[src/rtl/epass_validator_if.sv]
// Controller/account bus of the e-pass toll validator.
// The master drives strobes and account loads; the slave returns verdict, pulses, fee and balance.
interface epass_validator_if;
    logic       init;
    logic       count;
    logic       cal;
    logic       load_bal;
    logic [7:0] bal_in;
    logic       topup_valid;
    logic [7:0] topup_amt;
    logic [1:0] valid_Epass;
    logic       enable;
    logic       done;
    logic [7:0] fee;
    logic [7:0] balance;

    modport master (
        output init, count, cal, load_bal, bal_in, topup_valid, topup_amt,
        input  valid_Epass, enable, done, fee, balance
    );

    modport slave (
        input  init, count, cal, load_bal, bal_in, topup_valid, topup_amt,
        output valid_Epass, enable, done, fee, balance
    );
endinterface

[src/rtl/epass_validator.sv]
// E-pass toll validator: times the trip, charges BASE_FEE + (timer >> TIME_SHIFT), reports paid/rejected.
// Optional EPASS_TOPUP_EN: top-ups recover a rejected pass; otherwise the lane is released after FAIL_HOLD cycles.
module epass_validator #(
    parameter logic [7:0]  BASE_FEE   = 8'd10,
    parameter int unsigned TIME_SHIFT = 2,
    parameter logic [7:0]  FAIL_HOLD  = 8'd16
) (
    input logic              clk,
    input logic              reset,
    epass_validator_if.slave bus
);

    typedef enum logic [2:0] {
        IDLE,
        TIMING,
        CHECK,
        OK,
        FAIL
    } state_t;

    state_t     state;
    logic [7:0] timer;
    logic [8:0] fee_sum;
    logic [7:0] fee_next;

    assign fee_sum  = {1'b0, BASE_FEE} + {1'b0, (timer >> TIME_SHIFT)};
    assign fee_next = fee_sum[8] ? 8'hFF : fee_sum[7:0];

`ifdef EPASS_TOPUP_EN
    logic [8:0] topup_sum;
    logic [7:0] topup_bal;

    assign topup_sum = {1'b0, bus.balance} + {1'b0, bus.topup_amt};
    assign topup_bal = topup_sum[8] ? 8'hFF : topup_sum[7:0];

    localparam logic [7:0] unused_fail_hold = FAIL_HOLD;
`else
    logic [7:0] hold_cnt;
    logic       hold_over;
    logic       unused_topup;

    assign hold_over    = ({1'b0, hold_cnt} + 9'd1) >= {1'b0, FAIL_HOLD};
    assign unused_topup = ^{bus.topup_valid, bus.topup_amt};
`endif

    always_ff @(posedge clk or posedge reset) begin
        if (reset) begin
            state           <= IDLE;
            timer           <= '0;
            bus.fee         <= '0;
            bus.balance     <= '0;
            bus.valid_Epass <= '0;
            bus.enable      <= 1'b0;
            bus.done        <= 1'b0;
`ifndef EPASS_TOPUP_EN
            hold_cnt        <= '0;
`endif
        end else begin
            bus.enable <= 1'b0;
            bus.done   <= 1'b0;
            case (state)
                IDLE: begin
                    bus.valid_Epass <= 2'b00;
                    if (bus.load_bal) begin
                        bus.balance <= bus.bal_in;
                    end
`ifdef EPASS_TOPUP_EN
                    else if (bus.topup_valid) begin
                        bus.balance <= topup_bal;
                    end
`endif
                    if (bus.init) begin
                        timer <= '0;
                    end else if (bus.cal) begin
                        state <= CHECK;
                    end else if (bus.count) begin
                        timer <= 8'd1;
                        state <= TIMING;
                    end
                end

                TIMING: begin
`ifdef EPASS_TOPUP_EN
                    if (bus.topup_valid) begin
                        bus.balance <= topup_bal;
                    end
`endif
                    if (bus.init) begin
                        timer <= '0;
                        state <= IDLE;
                    end else begin
                        if (bus.count && timer != 8'hFF) begin
                            timer <= timer + 8'd1;
                        end
                        if (bus.cal) begin
                            state <= CHECK;
                        end
                    end
                end

                CHECK: begin
                    bus.fee <= fee_next;
                    if (bus.balance >= fee_next) begin
                        bus.balance     <= bus.balance - fee_next;
                        bus.valid_Epass <= 2'b10;
                        bus.done        <= 1'b1;
                        state           <= OK;
                    end else begin
                        bus.valid_Epass <= 2'b01;
                        state           <= FAIL;
`ifndef EPASS_TOPUP_EN
                        hold_cnt        <= '0;
`endif
                    end
                end

                OK: begin
                    bus.valid_Epass <= 2'b00;
                    state           <= IDLE;
                end

                FAIL: begin
                    if (bus.init) begin
                        bus.valid_Epass <= 2'b00;
                        state           <= IDLE;
                    end
`ifdef EPASS_TOPUP_EN
                    else if (bus.topup_valid) begin
                        // Re-check reuses the frozen timer, so the same fee is charged.
                        bus.balance     <= topup_bal;
                        bus.valid_Epass <= 2'b00;
                        state           <= CHECK;
                    end
`else
                    else if (bus.enable) begin
                        // The release pulse occupies the last FAIL cycle.
                        bus.valid_Epass <= 2'b00;
                        state           <= IDLE;
                    end else if (hold_over) begin
                        bus.enable <= 1'b1;
                        bus.done   <= 1'b1;
                    end else begin
                        hold_cnt <= hold_cnt + 8'd1;
                    end
`endif
                end

                default: state <= IDLE;
            endcase
        end
    end

endmodule
[src/flat_wrapper.sv]
// flat-port wrapper written by rule: the top's interface ports become plain ports
module epass_validator_flat 
#(
    parameter logic [7:0]  BASE_FEE   = 8'd10,
    parameter int unsigned TIME_SHIFT = 2,
    parameter logic [7:0]  FAIL_HOLD  = 8'd16
)
  (clk, reset, bus_init, bus_count, bus_cal, bus_load_bal, bus_bal_in, bus_topup_valid, bus_topup_amt, bus_valid_Epass, bus_enable, bus_done, bus_fee, bus_balance);
  epass_validator_if bus_i ();
  input logic clk;
  input logic reset;
  input wire logic [$bits(bus_i.init)-1:0] bus_init;
  input wire logic [$bits(bus_i.count)-1:0] bus_count;
  input wire logic [$bits(bus_i.cal)-1:0] bus_cal;
  input wire logic [$bits(bus_i.load_bal)-1:0] bus_load_bal;
  input wire logic [$bits(bus_i.bal_in)-1:0] bus_bal_in;
  input wire logic [$bits(bus_i.topup_valid)-1:0] bus_topup_valid;
  input wire logic [$bits(bus_i.topup_amt)-1:0] bus_topup_amt;
  output wire logic [$bits(bus_i.valid_Epass)-1:0] bus_valid_Epass;
  output wire logic [$bits(bus_i.enable)-1:0] bus_enable;
  output wire logic [$bits(bus_i.done)-1:0] bus_done;
  output wire logic [$bits(bus_i.fee)-1:0] bus_fee;
  output wire logic [$bits(bus_i.balance)-1:0] bus_balance;
  assign bus_i.init = bus_init;
  assign bus_i.count = bus_count;
  assign bus_i.cal = bus_cal;
  assign bus_i.load_bal = bus_load_bal;
  assign bus_i.bal_in = bus_bal_in;
  assign bus_i.topup_valid = bus_topup_valid;
  assign bus_i.topup_amt = bus_topup_amt;
  assign bus_valid_Epass = bus_i.valid_Epass;
  assign bus_enable = bus_i.enable;
  assign bus_done = bus_i.done;
  assign bus_fee = bus_i.fee;
  assign bus_balance = bus_i.balance;
  epass_validator #(.BASE_FEE(BASE_FEE), .TIME_SHIFT(TIME_SHIFT), .FAIL_HOLD(FAIL_HOLD)) u_core (.clk(clk), .reset(reset), .bus(bus_i));
endmodule
[config.mk]
export PLATFORM = sky130hd
export DESIGN_NAME = epass_validator_flat
export DESIGN_NICKNAME = d
export VERILOG_FILES = /design/src/rtl/epass_validator_if.sv /design/src/rtl/epass_validator.sv /design/src/flat_wrapper.sv
export SDC_FILE = /design/constraint.sdc
export NUM_CORES = 1
export LEC_CHECK = 0
export BUFFER_PORTS_ARGS = -buffer_cell sky130_fd_sc_hd__clkbuf_2
export CORE_ASPECT_RATIO = 1.5
export CORE_MARGIN = 10
export CORE_UTILIZATION = 32
export DETAILED_ROUTE_END_ITERATION = 12
export GPL_TIMING_DRIVEN = 0
export PLACE_DENSITY_LB_ADDON = 0.05
export SYNTH_ARGS = -nofsm -noshare
export SYNTH_HDL_FRONTEND = slang
export SYNTH_SLANG_ARGS = --single-unit
[constraint.sdc]
create_clock -name clk -period 2.8 [get_ports clk]
set_clock_uncertainty 0.15 [all_clocks]
set_input_delay 0.84 -clock clk [delete_from_list [all_inputs] [get_ports clk]]
set_output_delay 0.84 -clock clk [all_outputs]
set_load 0.02 [all_outputs]
==> reports/metrics.cfg <==
[status]
outcome = finished, final reports clean

[critical_path]
slowest_stage = dfrtp_2
worstPathRequired_ns = 2.87
endpoint = u_core.hold_cnt[1]
path_max_fanout = 5
endpoint_kind = flip-flop
crit_arrival_ns = 2.80
worstSetupStartpointType = flip-flop
cp_cell_sequence = buf_6, a21o_1, xnor2_2, ha_4, o21ai_4, nor2_2, or3b_1, a2111o_1, buf_6, and2_4, o21ai_2
startpoint = u_core.timer[3]
crit_path_max_incr_delay_ns = 0.44
r2r_slack_ns = 0.07
r2r_start = u_core.timer[3]
reg2reg_to = u_core.hold_cnt[1]
crit_type = reg2reg
rr_worst_depth = 11
crit_path_frequent_cell = buf_6

[cts]
cts_sinks = 38
cts_tree = yes
cts_buffers = 5
clkTransAtPathRegs_ns = 0.07
cts.htree.levels = 2
clockBufferDepth = 2
hold_buffers = 0
root_buffer = clkbuf_8
clk-insertion-delay-late_ns = 0.30

[floorplanning]
initial_core_util_pct = 32.71
die-area_sq_um = 10760
pin_count = 43
rows = 37
die_h_um = 122.1
die_x_um = 88.10
coreArea_sq_um = 6805

[sta]
slew_viol_final = 0
rsz0062_at_grt = true
worst_pin_slew_ns = 1.211
finalSetupViolCount = 0
finalCritPeriodShare_pct = 97.35
finalHoldViolCount = 0
fmax_mhz = 366.9
whs_ns = 0.3279
period_needed_ns = 2.726
max_slew_margin_pct = 18.12
final.setup.tns_ns = 0

[logic_synthesis]
synth-simple-area-share_pct = 19.34
synth-xor-area-share_pct = 3.541
synth_top_family_by_area = compound AO/OA/AOI/OAI gates
synth_edf_count = 0
synth_fa_ha_area_share_pct = 6.521
ys_seq_area_share_pct = 42.72
synthArstFlopShare_pct = 100.0
synth_compound_area_share_pct = 22.03
avgSynthCellArea_sq_um = 9.236
synthMuxAreaShare_pct = 0.6745
ys.flop_type = dfrtp_1
syn_area_sq_um = 2226
synth_seq_cells = 38
ys_warn_count = 0
synthCells = 241
syn_nets = 275
ys_types = 53

[power_and_ir_drop]
p_per_area_nw_per_um2 = 929.2
finalPower_mw = 2.673
leakagePower_nw = 1.369
peakVddDrop_uv = 335.5

[placed_design]
place.port_buffers = 32
finalWeightedCongestion = 0.7497
dpl.hpwl_um = 4228

[routing]
dr.pass1.iters = 4
wl_per_cell_um = 16.63
drt_iter0_drc = 123
drc = 0
wl_um = 6254
postRouteAntennaNets = 0
avgViaCountPerCell = 5.122
vias = 1926

[global_routing]
grt_pass1_wl_um = 10120
grt_antenna_before_repair = 0
grt-ovfl-total = 0
grt_util_all_layers_pct = 11.90
grt_max_degree = 39
grt_pass1_vias = 1977

[final_layout]
nNetsFinal = 332
syn2layout_area_growth_pct = 29.23
fillCellCount = 692
drive_gt1_share_pct = 31.54
diodes = 0

[min_path]
holdPathStages = 2
hold_class = reg2reg

[flow_run]
maxCapViolCount = 0

per-stage QoR:
| step | util (%) | instance area, sq um | setup WS [ns] | instances |
|---|---|---|---|---|
| 2_1_floorplan | - | 2231 | -0.009154 | 241 |
| 6_report | 42.27 | 2877 | 0.07409 | 376 |
| 4_1_cts | 40.23 | 2738 | -0.01848 | 369 |
| 3_3_place_gp | 36.57 | 2489 | -0.5026 | 351 |
| 3_5_place_dp | 36.57 | 2489 | -0.4968 | 351 |
| 5_1_grt | 42.27 | 2877 | -0.04188 | 376 |
cells in the final DEF (no fill, tap or decap), drive strengths merged, types with 2 or more instances in the layout:
cell and count:
o22ai 4, nor3 4, ha 10, dfrtp 38, a211oi 5, nor3b 2
nor2 22, o41ai 2, xor2 6, clkbuf 41, nand2b 5, nand4 4
a21o 4, nor2b 2, a21oi 11, nand3 9, a31oi 3, nand2 24
inv 14, and3 3, o31ai 3, xnor2 3, or3 2, o21ai 22
a21boi 2, a221o 3, buf 26, and2 4, or2 2
routing by layer:
layer	GRT usage, %	up-vias	part of all wire [%]
met1	13.70	917	41
met5	0	-	0
met3	3.140	8	5.2
met4	4.232	0	2.8
met2	20.53	35	51
li1	-	966	-
report_power, final:
part	leakage (nW)	switching [mW]	internal, mW
registers	0.491	0.133	0.688
clock network	0.0383	0.199	0.172
logic	0.840	0.824	0.657
area by class of cell:
cell class                      count  area [sq um]  area share (%)
Multi-Input combinational cell    179          1328           46.15
Timing Repair Buffer               50         306.5           10.66
Buffer                             10         61.31           2.131
Clock buffer                        7         76.32           2.653
Inverter                           14         52.55           1.827
Sequential cell                    38         954.7           33.19
Tap cell                           78         97.59           3.393
registers in the layout, indices dropped and copies added (netlist names):
| signal | count |
|---|---|
| u_core.bus.valid_Epass | 2 |
| u_core.state | 3 |
| u_core.bus.balance | 8 |
| u_core.hold_cnt | 8 |
| u_core.bus.done | 1 |
| u_core.bus.enable | 1 |
| u_core.timer | 8 |
| u_core.bus.fee | 7 |
cells in the mapped netlist (2+ instances only):
master | number | area (sq um)
o21ai_0 | 21 | 105.1
buf_2 | 5 | 25.02
inv_1 | 14 | 52.55
o31ai_1 | 3 | 22.52
a31oi_1 | 3 | 18.77
a21o_1 | 4 | 30.03
o22ai_1 | 4 | 25.02
a211oi_1 | 5 | 37.54
nor2b_1 | 2 | 12.51
or2_2 | 2 | 12.51
nor3_1 | 3 | 15.01
and3_1 | 3 | 18.77
nand2_1 | 24 | 90.09
clkbuf_1 | 2 | 7.510
a21oi_1 | 11 | 55.05
nor3b_1 | 2 | 15.01
buf_4 | 2 | 15.01
and2_1 | 3 | 18.77
xor2_1 | 6 | 52.55
ha_1 | 10 | 125.1
a21boi_0 | 2 | 15.01
nand4_1 | 4 | 25.02
or3_1 | 2 | 12.51
nand3_1 | 9 | 45.04
a221o_1 | 3 | 30.03
nand2b_1 | 5 | 31.28
nor2_1 | 22 | 82.58
dfrtp_1 | 38 | 950.9
xnor2_1 | 3 | 26.28
worst min-delay path by stage:
stage | startpoint | end
2_1_floorplan | u_core.hold_cnt[6] | u_core.hold_cnt[6]
3_3_place_gp | u_core.bus.fee[3] | u_core.bus.fee[3]
3_5_place_dp | u_core.bus.valid_Epass[1] | u_core.bus.valid_Epass[1]
4_1_cts | u_core.bus.valid_Epass[1] | u_core.bus.valid_Epass[1]
5_1_grt | u_core.bus.fee[3] | u_core.bus.fee[3]
6_report | u_core.bus.valid_Epass[1] | u_core.bus.valid_Epass[1]
worst max-delay path: cells and delay by family, from the launching register on:
family	cells	cell delay, ns
DFF	1	0.44
xor gates and xnor gates	1	0.21
adders and majority gates	1	0.27
buffers and inverters	2	0.28
AOI/OAI and AO/OA	4	0.75
and+or+nand+nor	3	0.55
kinds of logic (layout without fill, tap and decap cells):
family                   count (synthesis)  in the layout
AND/OR/NAND/NOR                         87             87
multiplexers                             1              1
other                                    1              1
XOR/XNOR                                 9              9
buffers and inverters                   24             81
AO/OA/AOI/OAI                           70             70
adder cells (fa/ha/maj)                 11             11
flip-flops                              38             38
repair_timing:
| action | 4_1_cts | 5_1_grt |
|---|---|---|
| cloned | 0 | 0 |
| buffers inserted | 11 | 7 |
| gates resized for setup | 21 | 16 |
| endpoints found under the setup margin | 22 | 17 |
| pin swaps | 9 | 10 |
No activity file was read; power rests on OpenSTA's default activity.
